$ cat src/rtl/mips_fetch_unit.sv
// -----------------------------------------------------------------------------
// mips_fetch_unit
//
// Instruction-fetch stage that sits in front of the main control unit of the
// single-cycle MIPS core. It owns the PC and fetches one instruction at a time
// from instruction memory over a req/ready handshake. It holds that instruction,
// with opcode/func split out, while the datapath executes it. When the datapath
// signals exec_done, it computes the next PC from the Branch/Zero/Jump results.
//
// Ports
//   clk, rst_n      : rising-edge clock, asynchronous active-low reset
//   imem_req        : fetch request, high in FETCH only
//   imem_addr       : byte address being fetched (always equal to pc)
//   imem_rdata      : instruction word, captured when imem_ready=1 in FETCH
//   imem_ready      : memory response strobe
//   exec_done       : datapath finished the held instruction this cycle
//   branch/zero/jump: control-unit/ALU results used for next-PC selection
//   instr_valid     : instr/opcode/func/pc describe an executing instruction
//   instr, opcode, func : held instruction word and its control fields
//   pc, pc_plus4    : address of held instruction and its sequential successor
//   instr_count     : number of retired instructions (wraps)
//   fetch_err       : sticky flag, memory failed to answer within TIMEOUT cycles
// -----------------------------------------------------------------------------
module mips_fetch_unit #(
  parameter logic [31:0] RESET_PC = 32'h0000_0000,
  parameter int unsigned TIMEOUT  = 16
) (
  input  logic        clk,
  input  logic        rst_n,
  output logic        imem_req,
  output logic [31:0] imem_addr,
  input  logic [31:0] imem_rdata,
  input  logic        imem_ready,
  input  logic        exec_done,
  input  logic        branch,
  input  logic        zero,
  input  logic        jump,
  output logic        instr_valid,
  output logic [31:0] instr,
  output logic [5:0]  opcode,
  output logic [5:0]  func,
  output logic [31:0] pc,
  output logic [31:0] pc_plus4,
  output logic [31:0] instr_count,
  output logic        fetch_err
);

  // The wait counter only needs to reach TIMEOUT-1; the error is taken on the
  // edge where it already sits there and memory is still not ready.
  localparam int unsigned     WAIT_W    = $clog2(TIMEOUT);
  localparam logic [WAIT_W-1:0] WAIT_LAST = WAIT_W'(TIMEOUT - 1);

  typedef enum logic [1:0] {
    ST_RESET = 2'd0,
    ST_FETCH = 2'd1,
    ST_EXEC  = 2'd2,
    ST_ERROR = 2'd3
  } state_t;

  state_t            state_q, state_d;
  logic [31:0]       pc_q, pc_d;
  logic [31:0]       instr_q, instr_d;
  logic [31:0]       count_q, count_d;
  logic              valid_q, valid_d;
  logic              err_q, err_d;
  logic [WAIT_W-1:0] wait_q, wait_d;

  logic [31:0] seq_pc;
  logic [31:0] branch_off;
  logic [31:0] branch_tgt;
  logic [31:0] jump_tgt;
  logic [31:0] next_pc;

  // ---------------------------------------------------------------------------
  // Next-PC computation. pc is always word aligned, so every target keeps the
  // two low bits at zero by construction.
  // ---------------------------------------------------------------------------
  always_comb begin
    seq_pc     = pc_q + 32'd4;
    branch_off = {{14{instr_q[15]}}, instr_q[15:0], 2'b00};
    branch_tgt = seq_pc + branch_off;
    jump_tgt   = {seq_pc[31:28], instr_q[25:0], 2'b00};

    // Jump wins over branch. An unknown jump/branch (control unit decoding an
    // undefined opcode) fails the if-test and falls through to sequential flow.
    if (jump) begin
      next_pc = jump_tgt;
    end else if (branch && zero) begin
      next_pc = branch_tgt;
    end else begin
      next_pc = seq_pc;
    end
  end

  // ---------------------------------------------------------------------------
  // Control FSM next-state logic
  // ---------------------------------------------------------------------------
  always_comb begin
    state_d = state_q;
    pc_d    = pc_q;
    instr_d = instr_q;
    count_d = count_q;
    valid_d = valid_q;
    err_d   = err_q;
    wait_d  = wait_q;

    unique case (state_q)
      ST_RESET: begin
        state_d = ST_FETCH;
      end

      ST_FETCH: begin
        if (imem_ready) begin
          instr_d = imem_rdata;
          wait_d  = '0;
          valid_d = 1'b1;
          state_d = ST_EXEC;
        end else if (wait_q == WAIT_LAST) begin
          err_d   = 1'b1;
          state_d = ST_ERROR;
        end else begin
          wait_d = wait_q + 1'b1;
        end
      end

      ST_EXEC: begin
        if (exec_done) begin
          pc_d    = next_pc;
          count_d = count_q + 32'd1;
          valid_d = 1'b0;
          state_d = ST_FETCH;
        end
      end

      ST_ERROR: begin
        // Terminal until reset; every input is ignored here.
        valid_d = 1'b0;
        err_d   = 1'b1;
      end

      default: begin
        state_d = ST_ERROR;
      end
    endcase
  end

  // ---------------------------------------------------------------------------
  // State registers
  // ---------------------------------------------------------------------------
  always_ff @(posedge clk or negedge rst_n) begin
    if (!rst_n) begin
      state_q <= ST_RESET;
      pc_q    <= RESET_PC;
      instr_q <= '0;
      count_q <= '0;
      valid_q <= 1'b0;
      err_q   <= 1'b0;
      wait_q  <= '0;
    end else begin
      state_q <= state_d;
      pc_q    <= pc_d;
      instr_q <= instr_d;
      count_q <= count_d;
      valid_q <= valid_d;
      err_q   <= err_d;
      wait_q  <= wait_d;
    end
  end

  // ---------------------------------------------------------------------------
  // Outputs
  // ---------------------------------------------------------------------------
  assign imem_req    = (state_q == ST_FETCH);
  assign imem_addr   = pc_q;
  assign instr_valid = valid_q;
  assign instr       = instr_q;
  assign opcode      = instr_q[31:26];
  assign func        = instr_q[5:0];
  assign pc          = pc_q;
  assign pc_plus4    = seq_pc;
  assign instr_count = count_q;
  assign fetch_err   = err_q;

endmodule

$ cat config.mk
export PLATFORM = sky130hd
export DESIGN_NAME = mips_fetch_unit
export DESIGN_NICKNAME = d
export VERILOG_FILES = /design/src/rtl/mips_fetch_unit.sv
export SDC_FILE = /design/constraint.sdc
export NUM_CORES = 1
export LEC_CHECK = 0
export CAP_MARGIN = 20
export CORE_MARGIN = 2
export CORE_UTILIZATION = 35
export CTS_BUF_LIST = sky130_fd_sc_hd__clkbuf_8
export DETAILED_ROUTE_END_ITERATION = 16
export GPL_TIMING_DRIVEN = 0
export PLACE_DENSITY_LB_ADDON = 0.08
export SYNTH_ARGS = -nofsm -noshare
export SYNTH_HDL_FRONTEND = slang
export SYNTH_SLANG_ARGS = --single-unit
$ cat constraint.sdc
create_clock -name clk -period 7.17 [get_ports clk]
set_input_delay 2.151 -clock clk [delete_from_list [all_inputs] [get_ports clk]]
set_output_delay 2.151 -clock clk [all_outputs]
set_load 0.05 [all_outputs]
==> Word level (Yosys, flattened, before mapping) <==
Index checks and enable logic that the tools add are counted.
W data, S select, Z words.
{ "totals": {"elab_cells": 46, "out_inout_bits": 175, "register_bits": 104, "in_bits": 39} }
{ "classes": {"n_addsub": 4, "eq_ne": 10, "reduce_logical": 11, "muxes": 14} }
{ "op_table": {"columns": ["operator", "count"], "rows": [
  ["$mux W32", 2],
  ["$add A32 B1 Y32 const B", 1],
  ["$add A32 B3 Y32 const B", 1],
  ["$add A32 B32 Y32", 1],
  ["$reduce_and A3 Y1", 3],
  ["$mux W4", 2],
  ["$mux W2", 3],
  ["$ne A2 B2 Y1 const B", 3],
  ["$pmux W2 S3", 1],
  ["$reduce_and A2 Y1", 3],
  ["$reduce_bool A3 Y1", 2],
  ["$add A4 B1 Y4 const B", 1],
  ["$eq A2 B2 Y1 const B", 2],
  ["$eq A4 B4 Y1 const B", 1],
  ["$mux W1", 4],
  ["$ne A2 B1 Y1 const B", 2],
  ["$ne A3 B1 Y1 const B", 1],
  ["$pmux W1 S3", 1],
  ["$eq A2 B1 Y1 const B", 1],
  ["$logic_not A2 Y1", 1],
  ["$pmux W1 S2", 1],
  ["$reduce_bool A2 Y1", 1],
  ["$logic_and A1 B1 Y1", 1]
]} }

==> Logic depth before layout (Yosys ltp) <==
Gate-level depths: netlist of run 1.
{ "logic_depth": {"word_depth": 4, "mapped_depth": 18, "mapped_depth_nobuf": 17} }

==> Least setup slack after synthesis of run 1 <==
OpenSTA, ideal clock, no wires.
{ "synth_timing": {"kind": "reg-to-output", "startpoint": "reg pc_q[11] (netlist: imem_addr[11])", "endpoint": "out pc_plus4[28]", "required_time_ps": 5019, "arrival_ps": 2901, "path_stages_with_launch": 9, "path_slack_ps": 2118, "n_path_buf": 1, "path_cell_list": "dfrtp_1 -> and3_1 -> nand3_1 -> or3_1 -> buf_2 -> nor2_1 -> and2_1 -> nand2_1 -> xnor2_1"} }
{ "synth_via": {"elab_chain_len": 1} }
{ "synth_rtl": {"columns": ["element", "line_no", "rtl"], "rows": [
  ["start, declared", "61", "logic [31:0] pc_q, pc_d;"],
  ["start signal, assigned", "161", "pc_q <= pc_d;"],
  ["$add A32 B3 Y32", "79", "seq_pc = pc_q + 32'd4;"],
  ["end, declared", "43", "output logic [31:0] pc_plus4,"]
]} }
Every way passes these cells.

==> Worst setup path in the final report of run 1 <==
{ "layout_timing": {"startpoint": "reg pc_q[11] (netlist: imem_addr[11])", "endpoint": "out pc_plus4[30]"} }
Same word-level chain as after synthesis.

==> impl_metrics.xml, run 1 <==
<?xml version="1.0" encoding="UTF-8"?>
<metrics>
  <group name="status">
    <metric name="status" unit="">complete, no violations</metric>
  </group>
  <group name="logic_synthesis">
    <metric name="mappedNetlistArea" unit="um^2">7060</metric>
    <metric name="synth-async-reset-ratio" unit="%">100</metric>
    <metric name="edff_count_synth" unit="">0</metric>
    <metric name="synthFlopType" unit="">sky130_fd_sc_hd__dfrtp_1</metric>
    <metric name="syn_inst" unit="">781</metric>
    <metric name="ys_ff_latch" unit="">102</metric>
    <metric name="post_synthesis_sequential_area_ratio" unit="%">36.2</metric>
    <metric name="synth-warning-count" unit="">0</metric>
    <metric name="post_synth_cell_types" unit="">61</metric>
    <metric name="syn_area_per_cell" unit="um^2">9.04</metric>
  </group>
  <group name="power">
    <metric name="p_per_area" unit="nW/um^2">506</metric>
    <metric name="internal_power" unit="mW">2.20</metric>
    <metric name="power_frac_comb" unit="%">70.9</metric>
    <metric name="power.share.switching" unit="%">55.2</metric>
    <metric name="peakVddDrop" unit="mV">0.301</metric>
    <metric name="switchingPower" unit="mW">2.72</metric>
    <metric name="power.leakage" unit="nW">4.22</metric>
    <metric name="seq_power_share" unit="%">20.5</metric>
    <metric name="finalPower" unit="mW">4.92</metric>
    <metric name="clk_pwr_share" unit="%">8.6</metric>
  </group>
  <group name="timing">
    <metric name="finalHoldWorstSlack" unit="ns">0.469</metric>
    <metric name="actual_transition_at_the_worst_max_transition_pin" unit="ns">0.979</metric>
    <metric name="fmaxAchievable" unit="MHz">170</metric>
    <metric name="max-slew-margin-rel" unit="%">34.7</metric>
    <metric name="skew" unit="ns">0.0179</metric>
    <metric name="timing.final.setup_violations" unit="">0</metric>
    <metric name="grt_setup_unrepaired" unit="">no</metric>
    <metric name="drv_slew" unit="">0</metric>
    <metric name="period_needed" unit="ns">5.88</metric>
    <metric name="post-route-period-util" unit="%">82.0</metric>
    <metric name="postLayoutSetupSlackWorst" unit="ns">1.29</metric>
    <metric name="finalHoldViolCount" unit="">0</metric>
  </group>
  <group name="place">
    <metric name="numPortBuffers" unit="">206</metric>
    <metric name="dp_hpwl" unit="mm">17.5</metric>
    <metric name="detailedPlace.worstSlack" unit="ns">1.68</metric>
    <metric name="gp_congestion" unit="">0.920</metric>
  </group>
  <group name="cells_and_area">
    <metric name="seq_area" unit="um^2">2550</metric>
    <metric name="layout.filler_cells" unit="">1959</metric>
    <metric name="layout.nets" unit="">1082</metric>
    <metric name="diodes" unit="">0</metric>
    <metric name="syn_to_final_growth" unit="%">37.7</metric>
    <metric name="footprint_of_the_multi_input_gates" unit="um^2">4020</metric>
    <metric name="layout-drive-gt1-share" unit="%">11.1</metric>
  </group>
  <group name="clocking">
    <metric name="cts_hold_buf" unit="">0</metric>
    <metric name="tritoncts" unit="">yes</metric>
    <metric name="clock-sinks" unit="">102</metric>
    <metric name="clock_insertion_delay_at_the_later_pin_of_the_skew_report" unit="ns">0.40</metric>
    <metric name="htree_num_levels" unit="">3</metric>
    <metric name="post-cts-setup-buffer-count" unit="">0</metric>
    <metric name="cts.path.max_buffers" unit="">2</metric>
    <metric name="cts_buffers" unit="">9</metric>
    <metric name="cts_root_buf" unit="">sky130_fd_sc_hd__clkbuf_8</metric>
    <metric name="clkTransAtPathRegs" unit="ns">0.11</metric>
    <metric name="post_cts.resized_instances" unit="">0</metric>
  </group>
  <group name="critical_path">
    <metric name="critical_path.reg2reg.startpoint" unit="">imem_addr[5]</metric>
    <metric name="critical_path.endpoint_type" unit="">output port</metric>
    <metric name="critical_path_class" unit="">reg -&gt; out</metric>
    <metric name="worst_ep_arrival_time" unit="ns">3.73</metric>
    <metric name="worst_path_max_delay_cell" unit="">sky130_fd_sc_hd__clkdlybuf4s50_1</metric>
    <metric name="critPathLaunch" unit="">imem_addr[11]</metric>
    <metric name="critical_path_s_largest_stage_delay" unit="ns">0.87</metric>
    <metric name="register_to_register_path_setup_slack" unit="ns">2.82</metric>
    <metric name="timing.critical_path.cells" unit="">and3_1, nand3_1, or3_1, buf_2, nor2_1, and2_1, nand2_1, xnor2_1, clkdlybuf4s50_1</metric>
    <metric name="worstSetupStartpointType" unit="">register</metric>
    <metric name="worstPathRequired" unit="ns">5.02</metric>
    <metric name="worst-path-max-fanout" unit="">8</metric>
  </group>
  <group name="floorplanning">
    <metric name="placeableCoreArea" unit="um^2">19700</metric>
    <metric name="die_x" unit="um">146</metric>
    <metric name="floorplan.initialDensity" unit="%">35.9</metric>
    <metric name="fp-row-count" unit="">51</metric>
    <metric name="count_of_boundary_i_o_pins" unit="">214</metric>
    <metric name="die_area" unit="um^2">21300</metric>
    <metric name="die_height" unit="um">146</metric>
  </group>
  <group name="detailed_routing">
    <metric name="totalWireLength" unit="mm">23.2</metric>
    <metric name="drt_first_pass_iters" unit="">5</metric>
    <metric name="drt-wirelength-per-cell" unit="um">18.2</metric>
    <metric name="vias" unit="">6514</metric>
    <metric name="postRouteAntennaNets" unit="">0</metric>
    <metric name="vias_per_cell" unit="">5.11</metric>
    <metric name="initialDrtViolationCount" unit="">434</metric>
    <metric name="drcViolationCount" unit="">0</metric>
  </group>
  <group name="worst_hold_path">
    <metric name="worstHoldStart" unit="">instr_count[31]</metric>
    <metric name="worst_hold_path_type" unit="">reg -&gt; reg</metric>
  </group>
  <group name="global_route">
    <metric name="grt_pass1_vias" unit="">6465</metric>
    <metric name="antenna_found_initial" unit="">0</metric>
    <metric name="grt_start_max_net_pins" unit="">67</metric>
    <metric name="grt_overflow_total" unit="">0</metric>
    <metric name="grt_usage" unit="%">21.8</metric>
    <metric name="first_pass_grt_wire_length" unit="mm">36.6</metric>
  </group>
  <group name="flow_run">
    <metric name="timing.max_cap.violations" unit="">0</metric>
  </group>
</metrics>
==> path summary, 6_finish.rpt <==
check / cells after the start / endpoint
setup / recovery: 9 / pc_plus4[30]
hold / removal: 1 / instr_count[31]
setup reg to reg: 17 / imem_addr[31]
hold reg to reg: 1 / instr_count[31]
max in group asynchronous: 2 / imem_addr[4]
min in group asynchronous: 1 / instr[13]
==> power groups by stage <==
stage	Sequential (mW)	Clock, mW	Combinational (mW)
6_report	1.01	0.423	3.48
5_1_grt	1.05	0.460	3.72
4_1_cts	1.01	0.435	3.49
3_5_place_dp	1.02	0	3.47
3_3_place_gp	1.02	0	3.47
2_1_floorplan	1.48	0	1.96
==> cell type report <==
class | instances | share of cell area (%)
plain buffers | 71 | 4.69
clock buffers | 10 | 1.42
clock inverters | 6 | 0.901
inverters | 12 | 0.463
multi-input cells | 601 | 41.4
flip-flops and latches | 102 | 26.3
well taps | 265 | 3.41
repair buffers | 207 | 21.5
==> worst max-delay path, delay by kind of cell (launching register included) <==
family	cells	cell delay, ns
buf+inv	2	1.04
xor+xnor	1	0.23
flops	1	0.55
simple gates	6	1.50
==> layer usage <==
| metal | part of all wire [%] | track usage [%] | routed length, um |
|---|---|---|---|
| met5 | 0 | 0 | 0 |
| met4 | 1.6 | 5.58 | 379 |
| met3 | 6.5 | 5.45 | 1500 |
| met2 | 45 | 34.2 | 10500 |
| met1 | 47 | 30.1 | 10900 |
==> flip-flops by register name (all words and copies together), names as in the netlist <==
| register | flops |
|---|---|
| instr | 32 |
| instr_count | 32 |
| imem_addr | 30 |
| wait_q | 4 |
| state_q | 2 |
| fetch_err | 1 |
| instr_valid | 1 |
==> logic make-up after synthesis <==
| group | count (synthesis) | share of synthesized area (%) |
|---|---|---|
| simple gates | 254 | 16.6 |
| compound gates | 182 | 16.7 |
| flops | 102 | 36.2 |
| buf+inv | 83 | 7.09 |
| xor+xnor | 82 | 10.4 |
| fa+ha+maj | 39 | 7.02 |
| mux | 38 | 5.97 |
| other cells | 1 | 0.0531 |
==> cells in the mapped netlist, types with 2 or more instances <==
cell | number | share of area [%]
sky130_fd_sc_hd__a31o_2 | 2 | 0.25
sky130_fd_sc_hd__nand2_1 | 87 | 4.6
sky130_fd_sc_hd__and3_1 | 17 | 1.5
sky130_fd_sc_hd__nand3_1 | 32 | 2.3
sky130_fd_sc_hd__nand3b_1 | 2 | 0.21
sky130_fd_sc_hd__a21o_1 | 19 | 2.0
sky130_fd_sc_hd__mux2i_1 | 5 | 0.71
sky130_fd_sc_hd__a22oi_1 | 2 | 0.21
sky130_fd_sc_hd__nand4_1 | 12 | 1.1
sky130_fd_sc_hd__o31ai_1 | 8 | 0.85
sky130_fd_sc_hd__and2_1 | 4 | 0.35
sky130_fd_sc_hd__xnor2_1 | 52 | 6.5
sky130_fd_sc_hd__a211oi_1 | 12 | 1.3
sky130_fd_sc_hd__or3_1 | 9 | 0.80
sky130_fd_sc_hd__buf_4 | 48 | 5.1
sky130_fd_sc_hd__a221oi_1 | 2 | 0.25
sky130_fd_sc_hd__nand2b_1 | 4 | 0.35
sky130_fd_sc_hd__mux2_2 | 33 | 5.3
sky130_fd_sc_hd__nor2b_1 | 5 | 0.44
sky130_fd_sc_hd__a21oi_1 | 50 | 3.5
sky130_fd_sc_hd__o21bai_1 | 8 | 0.85
sky130_fd_sc_hd__ha_1 | 38 | 6.7
sky130_fd_sc_hd__inv_1 | 11 | 0.59
sky130_fd_sc_hd__xor2_1 | 28 | 3.5
sky130_fd_sc_hd__dfrtp_1 | 102 | 36
sky130_fd_sc_hd__o21ai_1 | 6 | 0.43
sky130_fd_sc_hd__and4_1 | 4 | 0.50
sky130_fd_sc_hd__a2111oi_2 | 2 | 0.43
sky130_fd_sc_hd__o22ai_1 | 6 | 0.53
sky130_fd_sc_hd__o21ai_0 | 39 | 2.8
sky130_fd_sc_hd__nor3_1 | 6 | 0.43
sky130_fd_sc_hd__nor2_1 | 67 | 3.6
sky130_fd_sc_hd__clkbuf_1 | 20 | 1.1
sky130_fd_sc_hd__o211ai_1 | 5 | 0.53
sky130_fd_sc_hd__o2111ai_1 | 2 | 0.25
sky130_fd_sc_hd__a31oi_1 | 4 | 0.35
sky130_fd_sc_hd__o21a_1 | 4 | 0.43
==> metrics by stage <==
stage / setup TNS (ns) / cell area [um^2] / util, % / instances
6_report: 0 / 9720 / 49.5 / 1274
5_1_grt: 0 / 9720 / 49.5 / 1274
4_1_cts: 0 / 9720 / 49.5 / 1274
3_5_place_dp: 0 / 9500 / 48.3 / 1258
3_3_place_gp: -27.57 / 9470 / 48.2 / 1257
2_1_floorplan: 0 / 7080 / - / 786
==> layout by cell type, fill, tap and decap left out, types with 8 or more instances in the layout <==
cell / n
sky130_fd_sc_hd__xor2_1: 28
sky130_fd_sc_hd__xnor2_1: 52
sky130_fd_sc_hd__clkbuf_1: 20
sky130_fd_sc_hd__o31ai_1: 8
sky130_fd_sc_hd__mux2_2: 33
sky130_fd_sc_hd__ha_1: 38
sky130_fd_sc_hd__o21bai_1: 8
sky130_fd_sc_hd__nand2_1: 87
sky130_fd_sc_hd__nand4_1: 12
sky130_fd_sc_hd__a211oi_1: 12
sky130_fd_sc_hd__buf_4: 49
sky130_fd_sc_hd__dfrtp_1: 102
sky130_fd_sc_hd__clkbuf_8: 10
sky130_fd_sc_hd__o21ai_0: 39
sky130_fd_sc_hd__inv_1: 11
sky130_fd_sc_hd__clkdlybuf4s50_1: 205
sky130_fd_sc_hd__a21oi_1: 50
sky130_fd_sc_hd__or3_1: 9
sky130_fd_sc_hd__nor2_1: 67
sky130_fd_sc_hd__and3_1: 17
sky130_fd_sc_hd__a21o_1: 19
sky130_fd_sc_hd__nand3_1: 32
Power figures use the tool's default switching activity.
==> run 2: changes to the inputs <==
clock period = 5.73 ns   (was 7.17 ns; I/O delays follow)
==> results of run 2 <==
The final DEF is identical to that of run 1. Status: complete, no violations.
Among the figures that moved: setup slack after placement 1.68 ns -> 0.676 ns; setup slack after layout 1.29 ns -> 0.282 ns; register-to-register setup slack 2.82 ns -> 1.38 ns; total power 4.92 mW -> 6.15 mW; worst IR drop on VDD 0.301 mV -> 0.377 mV
==> run 3: changes to the inputs <==
SLEW_MARGIN = 20   (was not set)
==> impl_metrics.xml, run 3 (synthesis gave the netlist of run 1 again) <==
<?xml version="1.0" encoding="UTF-8"?>
<metrics>
  <group name="flow_run">
    <metric name="timing.max_cap.violations" unit="">0</metric>
  </group>
  <group name="critical_path">
    <metric name="critical_path_s_largest_stage_delay" unit="ns">0.87</metric>
    <metric name="worst-path-max-fanout" unit="">8</metric>
    <metric name="critical_path.reg2reg.startpoint" unit="">imem_addr[5]</metric>
    <metric name="worstSetupStartpointType" unit="">register</metric>
    <metric name="worst_ep_arrival_time" unit="ns">3.77</metric>
    <metric name="worstPathRequired" unit="ns">4.01</metric>
    <metric name="critical_path_class" unit="">reg -&gt; out</metric>
    <metric name="critPathLaunch" unit="">imem_addr[11]</metric>
    <metric name="timing.critical_path.cells" unit="">and3_1, nand3_1, or3_1, buf_2, nor2_1, and2_1, nand2_1, xnor2_1, clkdlybuf4s50_1</metric>
    <metric name="worst_path_max_delay_cell" unit="">sky130_fd_sc_hd__clkdlybuf4s50_1</metric>
    <metric name="critical_path.endpoint_type" unit="">output port</metric>
  </group>
  <group name="clocking">
    <metric name="cts_hold_buf" unit="">0</metric>
    <metric name="post-cts-setup-buffer-count" unit="">0</metric>
    <metric name="tritoncts" unit="">yes</metric>
    <metric name="cts_buffers" unit="">9</metric>
    <metric name="post_cts.resized_instances" unit="">0</metric>
    <metric name="cts.path.max_buffers" unit="">2</metric>
    <metric name="htree_num_levels" unit="">3</metric>
    <metric name="clock-sinks" unit="">102</metric>
    <metric name="clkTransAtPathRegs" unit="ns">0.12</metric>
    <metric name="clock_insertion_delay_at_the_later_pin_of_the_skew_report" unit="ns">0.41</metric>
    <metric name="cts_root_buf" unit="">sky130_fd_sc_hd__clkbuf_8</metric>
  </group>
  <group name="worst_hold_path">
    <metric name="worstHoldStart" unit="">instr_count[31]</metric>
    <metric name="worst_hold_path_type" unit="">reg -&gt; reg</metric>
  </group>
  <group name="timing">
    <metric name="tns" unit="ns">0</metric>
    <metric name="drv_slew" unit="">0</metric>
    <metric name="post-route-period-util" unit="%">95.7</metric>
    <metric name="timing.final.setup_violations" unit="">0</metric>
    <metric name="finalHoldWorstSlack" unit="ns">0.475</metric>
    <metric name="actual_transition_at_the_worst_max_transition_pin" unit="ns">0.999</metric>
    <metric name="max-slew-margin-rel" unit="%">33.4</metric>
    <metric name="grt_setup_unrepaired" unit="">no</metric>
    <metric name="skew" unit="ns">0.0172</metric>
    <metric name="period_needed" unit="ns">5.48</metric>
    <metric name="fmaxAchievable" unit="MHz">182</metric>
    <metric name="finalHoldViolCount" unit="">0</metric>
  </group>
  <group name="detailed_routing">
    <metric name="vias" unit="">6521</metric>
    <metric name="postRouteAntennaNets" unit="">0</metric>
    <metric name="drt_first_pass_iters" unit="">5</metric>
    <metric name="vias_per_cell" unit="">5.12</metric>
    <metric name="drt-wirelength-per-cell" unit="um">18.1</metric>
    <metric name="drcViolationCount" unit="">0</metric>
    <metric name="totalWireLength" unit="mm">23.1</metric>
    <metric name="initialDrtViolationCount" unit="">408</metric>
  </group>
  <group name="global_route">
    <metric name="grt_overflow_total" unit="">0</metric>
    <metric name="grt_pass1_vias" unit="">6423</metric>
    <metric name="antenna_found_initial" unit="">0</metric>
    <metric name="grt_usage" unit="%">21.6</metric>
    <metric name="grt_start_max_net_pins" unit="">70</metric>
    <metric name="first_pass_grt_wire_length" unit="mm">36.4</metric>
  </group>
  <group name="place">
    <metric name="gp_congestion" unit="">0.920</metric>
    <metric name="placed_insts" unit="">1258</metric>
    <metric name="dp_hpwl" unit="mm">17.5</metric>
    <metric name="numPortBuffers" unit="">206</metric>
  </group>
  <group name="floorplanning">
    <metric name="floorplan.initialDensity" unit="%">35.9</metric>
    <metric name="die_area" unit="um^2">21300</metric>
    <metric name="fp-row-count" unit="">51</metric>
    <metric name="count_of_boundary_i_o_pins" unit="">214</metric>
    <metric name="placeableCoreArea" unit="um^2">19700</metric>
    <metric name="die_x" unit="um">146</metric>
    <metric name="die_height" unit="um">146</metric>
  </group>
  <group name="status">
    <metric name="status" unit="">complete, no violations</metric>
  </group>
  <group name="power">
    <metric name="p_per_area" unit="nW/um^2">631</metric>
    <metric name="peakVddDrop" unit="mV">0.379</metric>
    <metric name="power.leakage" unit="nW">4.21</metric>
  </group>
  <group name="cells_and_area">
    <metric name="layout.cells.most_common_list" unit="">205 x sky130_fd_sc_hd__clkdlybuf4s50_1, 102 x sky130_fd_sc_hd__dfrtp_1, 87 x sky130_fd_sc_hd__nand2_1</metric>
    <metric name="diodes" unit="">0</metric>
    <metric name="instances_no_fill" unit="">1274</metric>
    <metric name="layout.nets" unit="">1082</metric>
    <metric name="layout-drive-gt1-share" unit="%">11.1</metric>
    <metric name="finish.utilization" unit="%">49.4</metric>
    <metric name="layout.cells.most_common" unit="">sky130_fd_sc_hd__clkdlybuf4s50_1</metric>
    <metric name="syn_to_final_growth" unit="%">37.6</metric>
  </group>
</metrics>
run 3: final cells by class:
cell class	instances	area, um^2
fillers	1957	9940
clock buffers	9	124
repair buffers	207	2090
flip-flops and latches	102	2550
plain buffers	71	455
inverters	12	45.0
multi-input cells	601	4020
clock inverters	7	86.3
well taps	265	332
run 3: report_power, final:
group	switching, mW	internal [mW]	leakage, nW
combinational	2.76	1.61	2.79
clock	0.315	0.178	0.105
sequential	0.343	0.920	1.31
total	3.42	2.71	4.21
run 3: per-stage QoR:
step	total power [mW]	instance area, um^2	setup WS, ns
4_1_cts	6.15	9710	0.225
3_3_place_gp	5.62	9470	-1.29
3_5_place_dp	5.62	9500	0.688
2_1_floorplan	4.30	7080	1.04
6_report	6.12	9710	0.245
5_1_grt	6.51	9710	0.0180
run 3: path summary, 6_finish.rpt:
| path | to | slack, ns | depth (start not counted) |
|---|---|---|---|
| max | pc_plus4[30] | 0.25 | 9 |
| min | instr_count[31] | 0.47 | 1 |
| max reg2reg | imem_addr[31] | 1.37 | 17 |
| min reg2reg | instr_count[31] | 0.47 | 1 |
| max in group asynchronous | imem_addr[30] | 3.87 | 2 |
| min in group asynchronous | instr[15] | 1.19 | 1 |
run 3: metal layers:
metal	GRT usage, %	routed length, um
met5	0	0
met4	4.56	310
met3	4.83	1350
met2	34.3	10600
met1	30.2	10800
run 3: critical path: cells and delay by family (launching register included):
family	cells	cell delay, ns
buf+inv	2	1.04
xor+xnor	1	0.25
flops	1	0.57
simple gates	6	1.50
